File: config.mk
export PLATFORM = sky130hd
export DESIGN_NAME = bcd_to_bin_seq
export DESIGN_NICKNAME = d
export VERILOG_FILES = /design/src/rtl/bcd_pkg.sv /design/src/rtl/bcd_digit_adjust.sv /design/src/rtl/bcd_to_bin_seq.sv
export SDC_FILE = /design/constraint.sdc
export NUM_CORES = 1
export LEC_CHECK = 0
export ABC_AREA = 1
export ABC_CLOCK_PERIOD_IN_PS = 1500
export CAP_MARGIN = 0
export CORE_ASPECT_RATIO = 2
export CORE_MARGIN = 2
export CORE_UTILIZATION = 40
export DETAILED_ROUTE_END_ITERATION = 12
export DONT_BUFFER_PORTS = 1
export PLACE_DENSITY = 0.56
export SYNTH_ARGS = -nofsm -noshare
export SYNTH_HDL_FRONTEND = slang
export SYNTH_SLANG_ARGS = --single-unit
File: constraint.sdc
create_clock -name clk -period 1.5 [get_ports clk]
set_clock_uncertainty 0.15 [all_clocks]
set_input_delay 0.15 -clock clk [delete_from_list [all_inputs] [get_ports clk]]
set_output_delay 0.15 -clock clk [all_outputs]
set_load 0.02 [all_outputs]
File: src/rtl/bcd_pkg.sv
// Shared constants and types for the sequential BCD-to-binary converter.
// Latency: n/a (declarations only).
// Backpressure: n/a.
//
// Contents: digit width, the largest legal BCD digit, the reverse
// double-dabble adjust threshold and constant, the controller state
// encoding, and a digit-validity helper.
package bcd_pkg;

    localparam int BCD_DIGIT_W    = 4;
    localparam int BCD_MAX_DIGIT  = 9;
    localparam int BCD_ADJ_THRESH = 8;
    localparam int BCD_ADJ_CONST  = 3;

    typedef enum logic [1:0] {
        IDLE  = 2'd0,
        SHIFT = 2'd1,
        DONE  = 2'd2
    } state_t;

    // True when a 4-bit nibble is not a legal BCD digit (A..F).
    function automatic logic digit_invalid(input logic [BCD_DIGIT_W-1:0] d);
        return d > BCD_DIGIT_W'(BCD_MAX_DIGIT);
    endfunction

endpackage

File: src/rtl/bcd_digit_adjust.sv
// Single-digit correction step of reverse double-dabble.
// Latency: combinational, zero cycles.
// Backpressure: none; pure function of its input.
//
// Ports:
//   i_digit  4-bit digit value just after the right shift
//   o_digit  corrected digit: i_digit - 3 when i_digit >= 8, else i_digit
module bcd_digit_adjust
    import bcd_pkg::*;
(
    input  logic [BCD_DIGIT_W-1:0] i_digit,
    output logic [BCD_DIGIT_W-1:0] o_digit
);

    // After a right shift, a digit >= 8 has received the LSB of the next
    // decade up, worth 10/2 = 5 here instead of 8; subtracting 3 fixes it.
    // Wraps mod 16, which only matters for illegal input digits.
    assign o_digit = (i_digit >= BCD_DIGIT_W'(BCD_ADJ_THRESH))
                   ? i_digit - BCD_DIGIT_W'(BCD_ADJ_CONST)
                   : i_digit;

endmodule

File: src/rtl/bcd_to_bin_seq.sv
// Sequential multi-digit packed-BCD to unsigned binary converter (reverse double-dabble).
// Latency: start edge E0 -> done high in the cycle after edge E0+BIN_W+1; back in IDLE at E0+BIN_W+2.
// Backpressure: none; start is only sampled in IDLE, requests while busy or in DONE are dropped.
//
// Ports:
//   clk      rising-edge clock
//   rst_n    asynchronous active-low reset
//   start    conversion request, sampled only in IDLE
//   bcd_in   NDIGITS packed BCD digits, digit 0 in bits [3:0]; captured at the accepted start
//   busy     high while shifting (BIN_W cycles)
//   done     one-cycle pulse; bin_out (and err) valid from this cycle
//   bin_out  binary result, held until the next accepted start
//   err      invalid-digit flag
//
// Optional feature macro: BCD_DIGIT_CHECK_EN
//   defined   : any digit > 9 at the accepted start sets err with the done pulse and
//               forces bin_out to 0; conversion length is unchanged.
//   undefined : no check, err is tied 0 and illegal digits run through the algorithm as-is.
//
// Cycle map for one conversion (BIN_W = 7):
//   E0       IDLE  -> SHIFT, operands captured, busy rises
//   E1..E7   one shift+adjust per edge; at E7 -> DONE, busy falls
//   E8       DONE  -> IDLE, bin_out/err loaded, done rises for one cycle
//   E9       first edge that can accept a new start
module bcd_to_bin_seq
    import bcd_pkg::*;
#(
    parameter int NDIGITS = 2,
    parameter int BIN_W   = 7
) (
    input  logic                         clk,
    input  logic                         rst_n,
    input  logic                         start,
    input  logic [BCD_DIGIT_W*NDIGITS-1:0] bcd_in,
    output logic                         busy,
    output logic                         done,
    output logic [BIN_W-1:0]             bin_out,
    output logic                         err
);

    localparam int BCD_W = BCD_DIGIT_W * NDIGITS;
    localparam int CNT_W = $clog2(BIN_W + 1);

    localparam logic [CNT_W-1:0] LAST_CNT = CNT_W'(BIN_W - 1);

    state_t             r_state;
    logic [BCD_W-1:0]   r_bcd;
    logic [BIN_W-1:0]   r_bin;
    logic [CNT_W-1:0]   r_cnt;

    logic [BCD_W-1:0]   w_shift_bcd;
    logic [BIN_W-1:0]   w_shift_bin;
    logic [BCD_W-1:0]   w_adj_bcd;

    // Shift the concatenation {bcd, bin} right by one: the BCD LSB
    // becomes the new binary MSB.
    assign w_shift_bcd = r_bcd >> 1;
    assign w_shift_bin = {r_bcd[0], r_bin[BIN_W-1:1]};

    // Correct every post-shift digit in parallel.
    for (genvar g_dig = 0; g_dig < NDIGITS; g_dig++) begin : g_adjust
        bcd_digit_adjust u_adj (
            .i_digit (w_shift_bcd[g_dig*BCD_DIGIT_W +: BCD_DIGIT_W]),
            .o_digit (w_adj_bcd[g_dig*BCD_DIGIT_W +: BCD_DIGIT_W])
        );
    end

`ifdef BCD_DIGIT_CHECK_EN
    logic r_dig_err;
    logic w_in_err;

    always_comb begin
        w_in_err = 1'b0;
        for (int i = 0; i < NDIGITS; i++) begin
            if (digit_invalid(bcd_in[i*BCD_DIGIT_W +: BCD_DIGIT_W])) begin
                w_in_err = 1'b1;
            end
        end
    end
`endif

    always_ff @(posedge clk or negedge rst_n) begin
        if (!rst_n) begin
            r_state <= IDLE;
            r_bcd   <= '0;
            r_bin   <= '0;
            r_cnt   <= '0;
            busy    <= 1'b0;
            done    <= 1'b0;
            bin_out <= '0;
`ifdef BCD_DIGIT_CHECK_EN
            r_dig_err <= 1'b0;
            err       <= 1'b0;
`endif
        end else begin
            // done is a single-cycle pulse unless DONE re-asserts it below.
            done <= 1'b0;

            case (r_state)
                IDLE: begin
                    if (start) begin
                        r_bcd   <= bcd_in;
                        r_bin   <= '0;
                        r_cnt   <= '0;
                        busy    <= 1'b1;
                        r_state <= SHIFT;
`ifdef BCD_DIGIT_CHECK_EN
                        r_dig_err <= w_in_err;
                        err       <= 1'b0;
`endif
                    end
                end

                SHIFT: begin
                    r_bcd <= w_adj_bcd;
                    r_bin <= w_shift_bin;
                    r_cnt <= r_cnt + CNT_W'(1);
                    // This edge performs shift number r_cnt+1; the last one
                    // is shift BIN_W.
                    if (r_cnt == LAST_CNT) begin
                        busy    <= 1'b0;
                        r_state <= DONE;
                    end
                end

                DONE: begin
                    // Result register loads here so bin_out and done rise together.
                    done    <= 1'b1;
                    r_state <= IDLE;
`ifdef BCD_DIGIT_CHECK_EN
                    err     <= r_dig_err;
                    bin_out <= r_dig_err ? '0 : r_bin;
`else
                    bin_out <= r_bin;
`endif
                end

                default: begin
                    r_state <= IDLE;
                    busy    <= 1'b0;
                end
            endcase
        end
    end

`ifndef BCD_DIGIT_CHECK_EN
    assign err = 1'b0;
`endif

endmodule

Word level (Yosys, flattened, before mapping):

Cells that the tools add are included.

* register bits: 29
* bits in latches: 0
* bits in writable memories: 0
* memory bits (read-only): 0
* input bits: 11
* output and inout bits: 10
* word-level logic and storage cells: 38
* memories: 0

* add/sub/neg operators: 3
* multipliers: 0
* div/mod/pow operators: 0
* $lt $le $gt $ge: 2
* equality and inequality tests: 5
* shift-type cells: 0
* mux-type cells: 15
* bitwise gates (word level): 1
* reduce and logical (&&, ||, !) cells: 5

Operator list (number)
* 8-bit case mux with 2 select lines: 1
* 7-bit case mux with 2 select lines: 1
* 4-bit two-way mux: 2
* 8-bit two-way mux: 1
* 7-bit two-way mux: 1
* 3-bit case mux with 2 select lines: 1
* 3-bit by 4-bit greater-or-equal comparator with 1-bit output, second input constant: 1
* 4-bit greater-or-equal comparator, second input constant: 1
* 2-bit two-way mux: 2
* 2-bit != test, second input constant: 2
* 2-bit case mux with 2 select lines: 1
* 2-bit AND reduction: 2
* 3-bit by 2-bit subtractor with 4-bit output, second input constant: 1
* 4-bit by 2-bit subtractor with 4-bit output, second input constant: 1
* 3-bit by 1-bit adder with 3-bit output, second input constant: 1
* 3-bit equality test, second input constant: 1
* 1-bit two-way mux: 3
* 3-bit two-way mux: 1
* 1-bit case mux with 3 select lines: 1
* 3-bit AND reduction: 1
* 2-bit by 1-bit equality test with 1-bit output, second input constant: 1
* 2-bit equality test, second input constant: 1
* 2-bit logical NOT: 1
* 2-bit nonzero test: 1
* 1-bit inverter: 1

Depth between registers and ports, before layout:

Gate-level depths: netlist (run 1).

* depth after elaboration: 3
* depth in mapped cells: 7
* mapped depth without buffers: 7

By module:

Synthesis (run 1) repeated with hierarchy kept, for this count alone.

* cell total of the unflattened synthesis: 175
* area, all modules: 1441.4 sq um

By module, submodules not included
* bcd_to_bin_seq: instances 1, cells each 143, area each 1263.7 sq um, sequential area each 725.7 sq um
* bcd_digit_adjust: instances 2, cells each 16, area each 88.8 sq um, sequential area each 0.0 sq um

Least setup slack after synthesis (run 1):

OpenSTA, ideal clock, no wires.

* path kind: register -> register
* from: reg r_cnt[1]
* to: reg r_cnt[2]
* library setup time: 0.117 ns
* data arrival time: 0.944 ns
* required time: 1.233 ns
* path slack: 0.289 ns
* cell stages (with the launch flop): 5
* path buffers: 0
* clock period less this slack: 1.211 ns
* path through: dfrtp_1 > ha_1 > or2_2 > nand3_1 > nand2_1

* cells in the longest elaborated chain, start to end: 2

Ends and longest elaborated chain
* from (decl): RTL line bcd_to_bin_seq.sv:49 `logic [CNT_W-1:0] r_cnt;`
* from (signal assigned): RTL line bcd_to_bin_seq.sv:117 `r_cnt <= r_cnt + CNT_W'(1);`
* 3-bit by 1-bit adder with 3-bit output: RTL line bcd_to_bin_seq.sv:117
* 3-bit case mux with 2 select lines: RTL line bcd_to_bin_seq.sv:99 `case (r_state)`

Every way passes these cells.
A chain may end at the register's enable or synchronous reset.

Final worst setup path (run 1):

* from: reg r_state[1]
* to: reg r_bcd[5]

* cells in the longest elaborated chain, start to end: 3
* elaborated cells between the ends (all ways): 6
* classes of those cells: eq/ne: 2; mux: 1; reduce/logical: 3

Ends and longest elaborated chain
* from (decl): RTL line bcd_to_bin_seq.sv:46 `state_t r_state;`
* from (signal assigned): RTL line bcd_to_bin_seq.sv:84 `r_state <= IDLE;`
* from (signal assigned): RTL line bcd_to_bin_seq.sv:106 `r_state <= SHIFT;`
* from (signal assigned): RTL line bcd_to_bin_seq.sv:122 `r_state <= DONE;`
* 2-bit by 1-bit equality test with 1-bit output / 2-bit logical NOT (equally long branches): RTL line bcd_to_bin_seq.sv:99
* 2-bit nonzero test (no source line) / 2-bit != test (equally long branches)
* 2-bit AND reduction (no source line)
* to (signal assigned): RTL line bcd_to_bin_seq.sv:102 `r_bcd <= bcd_in;`
* to (signal assigned): RTL line bcd_to_bin_seq.sv:115 `r_bcd <= w_adj_bcd;`
* to (decl): RTL line bcd_to_bin_seq.sv:47 `logic [BCD_W-1:0] r_bcd;`

Several ways; a longest one is shown, not always the timed one.

==> results_dict.tcl, run 1 <==
set metrics [dict create \
    io_buffer_count 0 \
    core-area_um2 3160 \
    diodes 0 \
    antenna_left 0 \
    max_cap_violations 0 \
    switching_share 0.407 \
    finalSetupViolCount 0 \
    root_buffer "clkbuf_8" \
    cts_made_buffers 5 \
    wire_per_inst_um 12.8 \
    cp-start-kind "flop" \
    use_met2 0.262 \
    grt_pass1_wl_um 4070 \
    cpPeakStageDelay_ns 0.42 \
    path_cells "inv_2 -> nand2_4 -> nand2_8 -> clkinvlp_4 -> nand2_1 -> o21ai_0" \
    avgSynthCellArea_um2 9.05 \
    reg2reg_slack_ns 0.13 \
    peakVddDrop_mv 0.988 \
    synth_cells 144 \
    clock.fmax_mhz 732 \
    fin_crit_ns 1.37 \
    dieArea_um2 3760 \
    antenna_found_initial 0 \
    finalMaxSlewViolations 0 \
    clkTransAtPathRegs_ns 0.06 \
    grt_pass1_vias 948 \
    wirelength_um 2450 \
    clock_sinks 29 \
    intPower_mw 1.86 \
    hold_viol 0 \
    switchingPower_mw 1.27 \
    status "completed" \
    place_ws_ns 0.0829 \
    mostFrequentLayoutCell "nand2_1" \
    synth-seq-cells 29 \
    seqPwrFrac 0.474 \
    p_leak_nw 0.765 \
    fp.dieH_um 84.7 \
    cts_max_level 2 \
    rr_worst_depth 6 \
    drt_iter0_markers 13 \
    syn_nets 159 \
    setup_slack_ns 0.134 \
    min-delay-start "start" \
    drc_errors 0 \
    grt_max_degree 30 \
    grt_overflow 0 \
    syn_area_um2 1300 \
    crit_buf_inv 2 \
    critical-path-top-delay-family "flip-flops" \
    grt_util_all_layers 0.150 \
    syn_to_final_growth_pct 16.7 \
    critical_path.slowest_cell "dfrtp_1" \
    place_congestion 0.759 \
    via_per_inst 4.98 \
    final_cell_mix "42 x nand2_1, 29 x dfrtp_1, 17 x inv_1" \
    firstDrtPassIters 4 \
    layout-drive-gt1-share 0.106 \
    hold_path_end "r_bcd[0]" \
    ys_types 19 \
    clkLatencyLatePin_ns 0.28 \
    num_rows 29 \
    fp.dieW_um 44.4 \
    tns_ns 0 \
    start_util 0.413 \
    crit_type "reg -> reg" \
    yosysSeqAreaShare 0.557 \
    dp_hpwl_um 1740 \
    r2r_end "r_bcd[5]" \
    end_kind "flop" \
    finalNetCount 174 \
    r2r-start "r_state[1]" \
    ys_warn_count 0 \
    comb_power_share 0.332 \
    hp-class "in -> reg" \
    post-route-period-util 0.911 \
    rsz0062_at_grt "no" \
    globalRouteMet3Util 0.0452 \
    cts_tree "built" \
    io_pins 21 \
    p_per_area_nw_per_um2 2060 \
    crit_required_ns 1.51 \
    top_usage_layer "met2" \
    route.vias.total 952 \
    use_met1 0.146 \
    crit_fanout 15 \
    power_frac_clock 0.194 \
    whs_path_depth 4 \
    cts_max_path_buffers 2 \
    arrival_ns 1.37 \
]
## Yosys cell counts (all sizes together)
master,instances,share of area
nand2,45,0.15
o21bai,1,0.0058
a21oi,3,0.012
nand3,6,0.023
or2,1,0.0048
o21ai,15,0.058
dfrtp,29,0.56
ha,4,0.038
buf,4,0.032
nor2,9,0.032
o22ai,6,0.029
conb,1,0.0029
nand3b,1,0.0058
inv,19,0.055
## worst max-delay path by stage
stage                     from       end  slack [ns]  depth (start not counted)
CTS                 r_state[1]  r_bcd[5]        0.07                          6
global route        r_state[1]  r_bcd[5]        0.01                          6
finish              r_state[1]  r_bcd[5]        0.13                          6
global placement    r_state[1]  r_bcd[5]        0.11                          6
detailed placement  r_state[1]  r_bcd[5]        0.08                          6
floorplan             r_cnt[1]  r_cnt[2]        0.29                          4
## worst register-to-register path, stage by stage, from the launching register on
cell        delay [ns]
dfrtp_1           0.42
inv_2             0.11
nand2_4           0.14
nand2_8           0.14
clkinvlp_4        0.14
nand2_1           0.07
o21ai_0           0.08
## power by group through the flow
stage               clock [mW]  combinational [mW]  sequential, mW
global route             0.656                1.24            1.53
finish                   0.607                1.04            1.48
CTS                      0.628                1.01            1.49
global placement             0               0.927            1.49
floorplan                    0               0.833            1.43
detailed placement           0               0.963            1.50
## sequential cells by signal, indices dropped and copies added (netlist names)
name and cells:
r_bcd 8, bin_out 7, r_bin 7, r_cnt 3, r_state 2, busy 1
done 1
## layout make-up
class,instances,area (µm²)
Sequential cell,29,726
Tap cell,31,38.8
Multi-Input combinational cell,92,474
Clock inverter,2,10.0
Inverter,19,75.1
Timing Repair Buffer,12,125
Fill cell,303,1640
Clock buffer,6,72.6
## through the flow
stage          std cells  hold WS, ns  area (µm²)  total power, mW   util
2_1_floorplan        144       -0.296        1300             2.26      -
3_3_place_gp         171       -0.295        1300             2.41  0.412
3_5_place_dp         171       -0.295        1300             2.46  0.412
4_1_cts              189       0.0180        1490             3.12  0.473
5_1_grt              191       0.0752        1520             3.42  0.482
6_report             191       0.0467        1520             3.13  0.482
## kinds of logic (layout without fill, tap and decap cells)
family / after synthesis / count (layout) / share of synthesized area
flops: 29 / 29 / 0.557
buf+inv: 23 / 39 / 0.0864
compound gates: 25 / 25 / 0.104
fa+ha+maj: 4 / 4 / 0.0384
simple gates: 62 / 62 / 0.212
other cells: 1 / 1 / 0.00288
## what timing repair did
item,CTS,global route
resized for setup,0,2
setup buffers,0,2
hold endpoints to repair,37,0
hold buffers,10,0
setup endpoints to repair,0,2
## per-layer routing
| layer | wire length [µm] | vias up | share of wire |
|---|---|---|---|
| met5 | 0 | - | 0 |
| met1 | 928 | 446 | 0.38 |
| met2 | 1360 | 22 | 0.56 |
| met4 | 66 | 0 | 0.027 |
| li1 | - | 477 | - |
| met3 | 94 | 7 | 0.038 |
(Power assumes the default switching activity.)
==> run 2, diff against run 1 <==
==> constraint.sdc (replaced) <==
create_clock -name clk -period 1.5 [get_ports clk]
set_clock_uncertainty 0.15 [all_clocks]
set_input_delay 0.3 -clock clk [delete_from_list [all_inputs] [get_ports clk]]
set_output_delay 0.3 -clock clk [all_outputs]
set_load 0.02 [all_outputs]
==> run 2 against run 1 <==
Critical path depth stayed put. Critical endpoint unchanged. Routed wire length shrank 1.8%. Combinational power hardly changed. Sequential power hardly changed.
==> results_dict.tcl, run 2 (synthesized netlist as in run 1, its figures left out) <==
set metrics [dict create \
    status "completed" \
    syn_to_final_growth_pct 11.3 \
    grt_overflow 0 \
    fin_crit_ns 1.37 \
    drc_errors 0 \
    cpPeakStageDelay_ns 0.42 \
    drt_iter0_markers 13 \
    hold_viol 0 \
    start_util 0.413 \
    clock_sinks 29 \
    crit_required_ns 1.51 \
    clkLatencyLatePin_ns 0.28 \
    fp.dieH_um 84.7 \
    grt_pass1_wl_um 4060 \
    clkTransAtPathRegs_ns 0.06 \
    io_buffer_count 0 \
    layout-drive-gt1-share 0.111 \
    grt_max_degree 30 \
    peakVddDrop_mv 0.986 \
    clock.fmax_mhz 732 \
    crit_fanout 15 \
    reg2reg_slack_ns 0.13 \
    largestRegisters "r_bcd x8, bin_out x7, r_bin x7" \
    fp.dieW_um 44.4 \
    end_kind "flop" \
    p_leak_nw 0.736 \
    arrival_ns 1.37 \
    cts_made_buffers 5 \
    core-area_um2 3160 \
    io_pins 21 \
    finalSetupViolCount 0 \
    whs_path_depth 2 \
    dieArea_um2 3760 \
    root_buffer "clkbuf_8" \
    cts_tree "built" \
    dp_hpwl_um 1740 \
    wire_per_inst_um 13.1 \
    antenna_found_initial 0 \
    crit_type "reg -> reg" \
    diodes 0 \
    finalMaxSlewViolations 0 \
    grt_pass1_vias 946 \
    firstDrtPassIters 4 \
    grt_util_all_layers 0.150 \
    place_congestion 0.759 \
    max_cap_violations 0 \
    antenna_left 0 \
    rr_worst_depth 6 \
    num_rows 29 \
    final_util 0.460 \
    cts_max_level 2 \
    final_cell_mix "42 x nand2_1, 29 x dfrtp_1, 17 x inv_1" \
    path_cells "inv_2 -> nand2_4 -> nand2_8 -> clkinvlp_4 -> nand2_1 -> o21ai_0" \
    via_per_inst 5.06 \
    rsz0062_at_grt "no" \
    tns_ns 0 \
    wirelength_um 2410 \
    cp-start-kind "flop" \
    post-route-period-util 0.911 \
    finalNetCount 167 \
    route.vias.total 931 \
    cts_max_path_buffers 2 \
    hp-class "in -> reg" \
    mostFrequentLayoutCell "nand2_1" \
    p_per_area_nw_per_um2 2150 \
    critical_path.slowest_cell "dfrtp_1" \
    largest_register_ffs 8 \
    largest-register "r_bcd" \
]
-- run 2: cell count changes in the layout (fill, tap and decap cells not counted), sizes merged --
cell and change:
dlygate4sd3 -7
-- run 2: metrics by stage --
step | cells | instance area [µm²] | setup slack (ns) | hold slack, ns | power (mW)
floorplan | 144 | 1300 | 0.289 | -0.146 | 2.26
global placement | 171 | 1300 | 0.105 | -0.145 | 2.41
detailed placement | 171 | 1300 | 0.0829 | -0.145 | 2.46
CTS | 182 | 1420 | 0.0727 | 0.00742 | 3.11
global route | 184 | 1450 | 0.00953 | 0.0262 | 3.40
finish | 184 | 1450 | 0.134 | 0.0104 | 3.12
-- run 2: worst paths after layout --
check                           startpoint       end
worst max-delay path            r_state[1]  r_bcd[5]
worst min-delay path             bcd_in[2]  r_bcd[2]
worst max register to register  r_state[1]  r_bcd[5]
worst min register to register    r_bcd[7]  r_bcd[7]
max in group asynchronous            rst_n  r_bin[1]
min in group asynchronous            rst_n      done
-- run 2: cell type report --
type	instances	area (µm²)
fillers	313	1710
flip-flops and latches	29	726
multi-input cells	92	474
inverters	19	75.1
clock buffers	6	72.6
repair buffers	5	55.1
well taps	31	38.8
clock inverters	2	10.0
-- run 2: critical path, delay by kind of cell, from the launching register on --
kind / cells / cell delay, ns
compound gates: 1 / 0.08
buf+inv: 2 / 0.25
flops: 1 / 0.42
simple gates: 3 / 0.33
-- run 2: power breakdown --
group	internal [mW]	switching, mW
Clock	0.320	0.287
Combinational	0.400	0.626
Sequential	1.12	0.360
-- run 2: repair_timing --
| action | in CTS | in global routing |
|---|---|---|
| endpoints found under the setup margin | 0 | 2 |
| setup buffers | 0 | 2 |
| hold buffers | 3 | 0 |
| gates resized for setup | 0 | 2 |
| endpoints found under the hold margin | 30 | 0 |
-- run 2: layer usage --
layer  GRT usage  vias up  part of all wire
met1       0.148      439              0.38
li1            -      463                 -
met2       0.257       22              0.55
met3      0.0473        7             0.038
met5           0        -                 0
met4      0.0909        0             0.027
